<file path="src/rtl/id_ex_register.sv">
// ----------------------------------------------------------------------------
// id_ex_register
//
// Pipeline register between the decode (ID) and execute (EX) stages.
//
// Each rising edge performs exactly one action, highest priority first:
//   flush   : stage becomes a bubble (every field zero, valid low)
//   stall   : stage holds its contents unchanged
//   no-op   : data/index/funct/PC fields load, control fields and valid zero
//   load    : every field loads from ID, valid high
// Flush and no-op edges count as bubbles entering EX. The bubble counter
// saturates at its maximum value.
//
// Ports
//   clk_i, rst_i        clock, asynchronous active-low reset
//   stall_i             hold stage (load-use hazard)
//   flush_i             squash stage (taken branch)
//   No_op_i             load data but suppress control (ID-side no-op)
//   RegWrite_i ..       decoded control bits, ALUOp_i is 2 bits
//   RS1data_i ..        operands, immediate, PC (DATA_W each)
//   funct_i             {funct7, funct3}
//   RS1addr_i ..        register indices (5 bits each)
//   *_o                 registered copies of the inputs above
//   valid_o             EX holds a real instruction
//   bubble_cnt_o        saturating count of bubbles that entered EX
//
// All outputs come straight from flops: no combinational input-to-output path.
// ----------------------------------------------------------------------------
module id_ex_register #(
    parameter int DATA_W = 32,
    parameter int CNT_W  = 16
) (
    input  logic              clk_i,
    input  logic              rst_i,

    input  logic              stall_i,
    input  logic              flush_i,
    input  logic              No_op_i,

    input  logic              RegWrite_i,
    input  logic              MemToReg_i,
    input  logic              MemRead_i,
    input  logic              MemWrite_i,
    input  logic              ALUSrc_i,
    input  logic [1:0]        ALUOp_i,

    input  logic [DATA_W-1:0] RS1data_i,
    input  logic [DATA_W-1:0] RS2data_i,
    input  logic [DATA_W-1:0] Imm_i,
    input  logic [DATA_W-1:0] PC_i,
    input  logic [9:0]        funct_i,
    input  logic [4:0]        RS1addr_i,
    input  logic [4:0]        RS2addr_i,
    input  logic [4:0]        RDaddr_i,

    output logic              RegWrite_o,
    output logic              MemToReg_o,
    output logic              MemRead_o,
    output logic              MemWrite_o,
    output logic              ALUSrc_o,
    output logic [1:0]        ALUOp_o,

    output logic [DATA_W-1:0] RS1data_o,
    output logic [DATA_W-1:0] RS2data_o,
    output logic [DATA_W-1:0] Imm_o,
    output logic [DATA_W-1:0] PC_o,
    output logic [9:0]        funct_o,
    output logic [4:0]        RS1addr_o,
    output logic [4:0]        RS2addr_o,
    output logic [4:0]        RDaddr_o,

    output logic              valid_o,
    output logic [CNT_W-1:0]  bubble_cnt_o
);

    // ------------------------------------------------------------------
    // Action decode. Exactly one of these is high per cycle.
    // ------------------------------------------------------------------
    logic doFlush;
    logic doHold;
    logic doNoOp;
    logic doLoad;
    logic isBubble;
    logic cntSat;

    always_comb begin
        doFlush  = flush_i;
        doHold   = !flush_i && stall_i;
        doNoOp   = !flush_i && !stall_i && No_op_i;
        doLoad   = !flush_i && !stall_i && !No_op_i;
        isBubble = doFlush || doNoOp;
        cntSat   = &bubble_cnt_o;
    end

    // ------------------------------------------------------------------
    // Control fields and valid. A no-op or flush clears them together so
    // control bits are never left set behind a low valid.
    // ------------------------------------------------------------------
    always_ff @(posedge clk_i or negedge rst_i) begin
        if (!rst_i) begin
            RegWrite_o <= 1'b0;
            MemToReg_o <= 1'b0;
            MemRead_o  <= 1'b0;
            MemWrite_o <= 1'b0;
            ALUSrc_o   <= 1'b0;
            ALUOp_o    <= 2'b00;
            valid_o    <= 1'b0;
        end else if (doFlush || doNoOp) begin
            RegWrite_o <= 1'b0;
            MemToReg_o <= 1'b0;
            MemRead_o  <= 1'b0;
            MemWrite_o <= 1'b0;
            ALUSrc_o   <= 1'b0;
            ALUOp_o    <= 2'b00;
            valid_o    <= 1'b0;
        end else if (doLoad) begin
            RegWrite_o <= RegWrite_i;
            MemToReg_o <= MemToReg_i;
            MemRead_o  <= MemRead_i;
            MemWrite_o <= MemWrite_i;
            ALUSrc_o   <= ALUSrc_i;
            ALUOp_o    <= ALUOp_i;
            valid_o    <= 1'b1;
        end
        // doHold: keep everything
    end

    // ------------------------------------------------------------------
    // Data, index and funct fields. A no-op still carries these through so
    // EX sees the PC/indices of the squashed slot; only flush zeroes them.
    // ------------------------------------------------------------------
    always_ff @(posedge clk_i or negedge rst_i) begin
        if (!rst_i) begin
            RS1data_o <= '0;
            RS2data_o <= '0;
            Imm_o     <= '0;
            PC_o      <= '0;
            funct_o   <= '0;
            RS1addr_o <= '0;
            RS2addr_o <= '0;
            RDaddr_o  <= '0;
        end else if (doFlush) begin
            RS1data_o <= '0;
            RS2data_o <= '0;
            Imm_o     <= '0;
            PC_o      <= '0;
            funct_o   <= '0;
            RS1addr_o <= '0;
            RS2addr_o <= '0;
            RDaddr_o  <= '0;
        end else if (!doHold) begin
            RS1data_o <= RS1data_i;
            RS2data_o <= RS2data_i;
            Imm_o     <= Imm_i;
            PC_o      <= PC_i;
            funct_o   <= funct_i;
            RS1addr_o <= RS1addr_i;
            RS2addr_o <= RS2addr_i;
            RDaddr_o  <= RDaddr_i;
        end
    end

    // ------------------------------------------------------------------
    // Bubble counter: counts flush and no-op edges, sticks at all-ones.
    // ------------------------------------------------------------------
    always_ff @(posedge clk_i or negedge rst_i) begin
        if (!rst_i) begin
            bubble_cnt_o <= '0;
        end else if (isBubble && !cntSat) begin
            bubble_cnt_o <= bubble_cnt_o + CNT_W'(1);
        end
    end

endmodule

</file>
<file path="config.mk">
export PLATFORM = sky130hd
export DESIGN_NAME = id_ex_register
export DESIGN_NICKNAME = d
export VERILOG_FILES = /design/src/rtl/id_ex_register.sv
export SDC_FILE = /design/constraint.sdc
export NUM_CORES = 1
export LEC_CHECK = 0
export BUFFER_PORTS_ARGS = -buffer_cell sky130_fd_sc_hd__buf_2
export CAP_MARGIN = 20
export CORE_ASPECT_RATIO = 1.1
export CORE_MARGIN = 2
export CORE_UTILIZATION = 39
export CTS_CLUSTER_SIZE = 28
export DETAILED_ROUTE_END_ITERATION = 6
export PLACE_DENSITY = 0.69
export SLEW_MARGIN = 20
export SYNTH_ARGS = -nofsm -noshare
export SYNTH_HDL_FRONTEND = slang
export SYNTH_SLANG_ARGS = --single-unit
</file>
<file path="constraint.sdc">
create_clock -name clk_i -period 2 [get_ports clk_i]
set_clock_uncertainty 0.1 [all_clocks]
set_input_delay 0.2 -clock clk_i [delete_from_list [all_inputs] [get_ports clk_i]]
set_output_delay 0.2 -clock clk_i [all_outputs]
set_load 0.1 [all_outputs]
</file>
==> After elaboration in Yosys (flattened, before gate mapping) <==
Index checks and enable logic that the tools add are counted.
{ "word_totals": {"elab_cells": 60, "reg_bits": 177, "inputBits": 165, "out_inout_bits": 177} }
{ "op_classes": {"n_addsub": 1, "n_reduce_logical": 12, "mux": 30, "n_eq_ne": 1} }
{ "ops": {"columns": ["cell", "count"], "rows": [
  ["$mux W32", 8],
  ["$mux W5", 6],
  ["$mux W10", 2],
  ["$add A16 B1 Y16 const B", 1],
  ["$reduce_and A16 Y1", 1],
  ["$mux W1", 12],
  ["$logic_and A1 B1 Y1", 5],
  ["$logic_not A1 Y1", 4],
  ["$mux W2", 2],
  ["$ne A2 B2 Y1 const B", 1],
  ["$reduce_bool A2 Y1", 1],
  ["$logic_or A1 B1 Y1", 1]
]} }

==> Longest topological paths before layout <==
{ "logic_depth": {"depth_word": 5, "depth_mapped": 5, "mapped_depth_nobuf": 5} }

==> Worst setup path before layout <==
Ideal clock, no wire load.
{ "synth_path": {"path_type": "register -> register", "startpoint": "reg bubble_cnt_o[0]", "endpoint": "reg bubble_cnt_o[1]", "path_buffers": 0, "stages_incl_launch_ff": 6, "period_less_slack_ns": 2.543, "required_ns": 1.773, "setup_time_ns": 0.127, "setup_slack_ns": -0.543, "arrival_ns": 2.317, "cell_sequence": "dfrtp_1 > ha_1 > inv_1 > nor4_4 > a31oi_4 > mux2_4"} }
{ "synth_via": {"elab_chain_len": 3, "word_cells_on_any_way": 4, "cone_classes": "add/sub (1); reduce/logical (3)"} }
{ "synth_rtl": {"columns": ["item", "line_no", "source"], "rows": [
  ["start: declaration", "73", "output logic [CNT_W-1:0] bubble_cnt_o"],
  ["start signal: assignment", "170", "bubble_cnt_o <= bubble_cnt_o + CNT_W'(1);"],
  ["branches (longest 3 deep; another with $add A16 B1 Y16)", null, null]
]} }
Parallel ways; which one is timed is not known.
A chain may end at the register's enable or synchronous reset.

==> Final worst setup path <==
{ "layout_path": {"startpoint": "reg bubble_cnt_o[14]", "endpoint": "reg bubble_cnt_o[1]"} }
{ "layout_via": {"elab_chain_len": 3} }
{ "layout_rtl": {"columns": ["item", "line_no", "source"], "rows": [
  ["$reduce_and A16 Y1", "92", "cntSat = &bubble_cnt_o;"],
  ["$logic_not A1 Y1", "169", "end else if (isBubble && !cntSat) begin"],
  ["$logic_and A1 B1 Y1", "169", null]
]} }
No other way between the ends.

==> impl_metrics.ini <==
[run_status]
outcome = finished clean

[logic_synthesis]
yosysTopAreaCell = dfrtp_1
synth_commonest_cells = 177 x dfrtp_1, 168 x nor2_1, 153 x mux2i_1
yosysWarnings = 0
netlist_top_cells_area = dfrtp_1 61%, mux2i_1 21%, nor2_1 8.7%
synth.net_count = 761
synth_cells = 595
synthArstFlopShare_pct = 100
synth_top_area_share_pct = 61.4
ys.flop_type = dfrtp_1
syn_area_per_cell_um2 = 12.1
synth-edff-count = 0
synth_cell_types = 32
yosysSeqAreaShare_pct = 61.4
syn-cell-area_um2 = 7210
ys_ff_latch = 177
synth_most_common_cell = dfrtp_1

[grt]
first_global_vias = 6687
antenna_found_initial = 3
grt_max_degree = 104
grt_overflow = 0
grt_first_pass_wirelength_um = 33600
grtUsageTotal_pct = 21.8

[finish]
instances_no_fill = 1350
syn_to_final_growth_pct = 59.2
final_cell_area_um2 = 11500
drive_gt1_share_pct = 36.7
fill_cells = 1399
nNetsFinal = 1258

[worst_setup_path]
cp_slowest_cell = nor4_4
cp_num_buf_inv = 0
r2r_cells = 4
path_class = flop to flop
end_kind = flop
cp_data_required_time_ns = 2.20
path_cells = nand4_1 > nor4_4 > a31oi_4 > mux2_4
path_max_fanout = 5
start_kind = flop
critPathArrivalTime_ns = 1.97
crit_family = simple AND/OR/NAND/NOR gates
critical-path-max-stage-delay_ns = 0.47
path_depth = 4

[route]
drtAntennaViolNets = 0
routed_wl_um = 21500
drt-wirelength-per-cell_um = 15.9
first_pass_iters = 4
initialDrtViolationCount = 282
num_vias = 6368
drc = 0
viasPerCell = 4.72

[sta]
final_max_slew_viol_count = 0
finalHoldViolCount = 0
period_share_pct = 88.6
fin_ws_ns = 0.228
finalSetupViolations = 0
worst_hold_slack_ns = 0.0317
rsz0062_at_grt = false
relSlewSlack_pct = 51.0
tightest_slew_ns = 0.735
fin_setup_tns_ns = 0
final.min_clock_period_ns = 1.77
timing.fmax_mhz = 564

[clock_network]
cts.sinks = 177
cts_buffer_depth = 2
root_buffer = clkbuf_16
cts_tree = yes
htree_levels = 4
post_cts_resized = 0
cts_buffers = 17
clk_latency_ns = 0.42
path_clk_slew_ns = 0.07

[place]
dp.cells = 1155
gp_congestion = 0.856
hpwl_um = 13600
post_dp_cell_area_um2 = 9300
dp_slack_ns = 0.239
io_buffers = 341

[worst_hold_path]
holdPathStages = 3
hold_path.class = input port to flop

[power]
pwr-share-clk_pct = 29.7
switching_power_mw = 4.28
p_leak_nw = 6.31
swShare_pct = 40.3
vdd_drop_max_mv = 0.629
p_seq_share_pct = 38.6
p_int_mw = 6.35
pwr-share-comb_pct = 31.7
p_per_area_nw_per_um2 = 926

[die]
dieArea_um2 = 19600
ioPinCount = 342
rows = 52
die_x_um = 134
fp.dieH_um = 147
core_area_um2 = 18300
initial_utilization_pct = 39.4

[job]
drv_cap = 0
power groups by stage:
stage               registers [mW]  logic, mW  clock network, mW
detailed placement            4.17       3.11                  0
CTS                           4.10       3.37               3.26
floorplan                     6.03      0.533                  0
finish                        4.11       3.37               3.16
global placement              4.15       3.09                  0
global route                  4.15       3.50               3.41
area by class of cell:
| type | count | area (µm²) | area share (%) |
|---|---|---|---|
| flip-flops and latches | 177 | 4480 | 39.1 |
| repair buffers | 514 | 3500 | 30.5 |
| multi-input cells | 379 | 2620 | 22.8 |
| clock buffers | 19 | 443 | 3.86 |
| well taps | 243 | 304 | 2.65 |
| clock inverters | 13 | 118 | 1.02 |
| inverters | 3 | 11.3 | 0.0981 |
| diodes | 2 | 5.00 | 0.0436 |
worst paths after layout:
path	from	to	slack [ns]
worst max-delay path	bubble_cnt_o[14]	bubble_cnt_o[1]	0.23
worst min-delay path	flush_i	valid_o	0.03
worst max register to register	bubble_cnt_o[14]	bubble_cnt_o[1]	0.23
worst min register to register	Imm_o[2]	Imm_o[2]	0.42
max in group asynchronous	rst_i	ALUOp_o[1]	0.88
min in group asynchronous	rst_i	bubble_cnt_o[10]	0.30
timing repair:
item / CTS / global route
hold endpoints to repair: 220 / 0
hold buffers: 161 / 0
setup buffers: 0 / 0
placed cells by master, fill, tap and decap left out, types with 2 or more instances in the layout:
master,n
a21oi_1,3
o2111ai_1,2
mux2i_1,153
xor2_1,12
buf_2,338
nand2_1,6
nor2_1,168
buf_4,7
inv_6,4
nand3_1,2
inv_1,3
clkbuf_16,17
dfrtp_1,161
clkinv_4,2
nand4_1,2
diode_2,2
nor4_1,4
inv_8,4
nor3_1,4
dfrtp_2,2
dfrtp_4,14
dlygate4sd3_1,161
a22oi_1,7
clkbuf_8,2
clkinvlp_4,2
buf_12,6
per-layer routing:
metal  global-route usage (%)  share of wire (%)  up-vias
li1                         -                  -     3003
met1                     24.6                 38     3025
met2                     38.8                 52      275
met3                     5.59                6.6       63
met4                     9.95                3.6        2
met5                        0              0.051        -
flip-flops by register name, indices dropped and copies added, names as in the netlist:
register	cells
funct_o	10
ALUSrc_o	1
RS2addr_o	5
valid_o	1
RS1data_o	32
Imm_o	32
RS2data_o	32
ALUOp_o	2
PC_o	32
RDaddr_o	5
MemRead_o	1
RS1addr_o	5
MemWrite_o	1
bubble_cnt_o	16
MemToReg_o	1
RegWrite_o	1
metrics by stage:
stage / power (mW) / util [%]
6_report: 10.6 / 62.8
3_3_place_gp: 7.24 / 50.9
5_1_grt: 11.1 / 62.8
4_1_cts: 10.7 / 62.8
2_1_floorplan: 6.57 / -
3_5_place_dp: 7.29 / 50.9
cell families (layout without fill, tap and decap cells):
kind of cell / after synthesis / after routing / synth area share, %
compound gates: 17 / 17 / 1.86
simple gates: 194 / 194 / 11.2
mux: 154 / 154 / 21.4
other cells: 0 / 2 / 0
xor+xnor: 13 / 13 / 1.58
flops: 177 / 177 / 61.4
buf+inv: 39 / 549 / 2.31
fa+ha+maj: 1 / 1 / 0.173
worst reg2reg max path: stages (launching register included):
cell,delay [ns]
dfrtp_4,0.44
nand4_1,0.18
nor4_4,0.47
a31oi_4,0.15
mux2_4,0.31
Power figures use the tool's default switching activity.
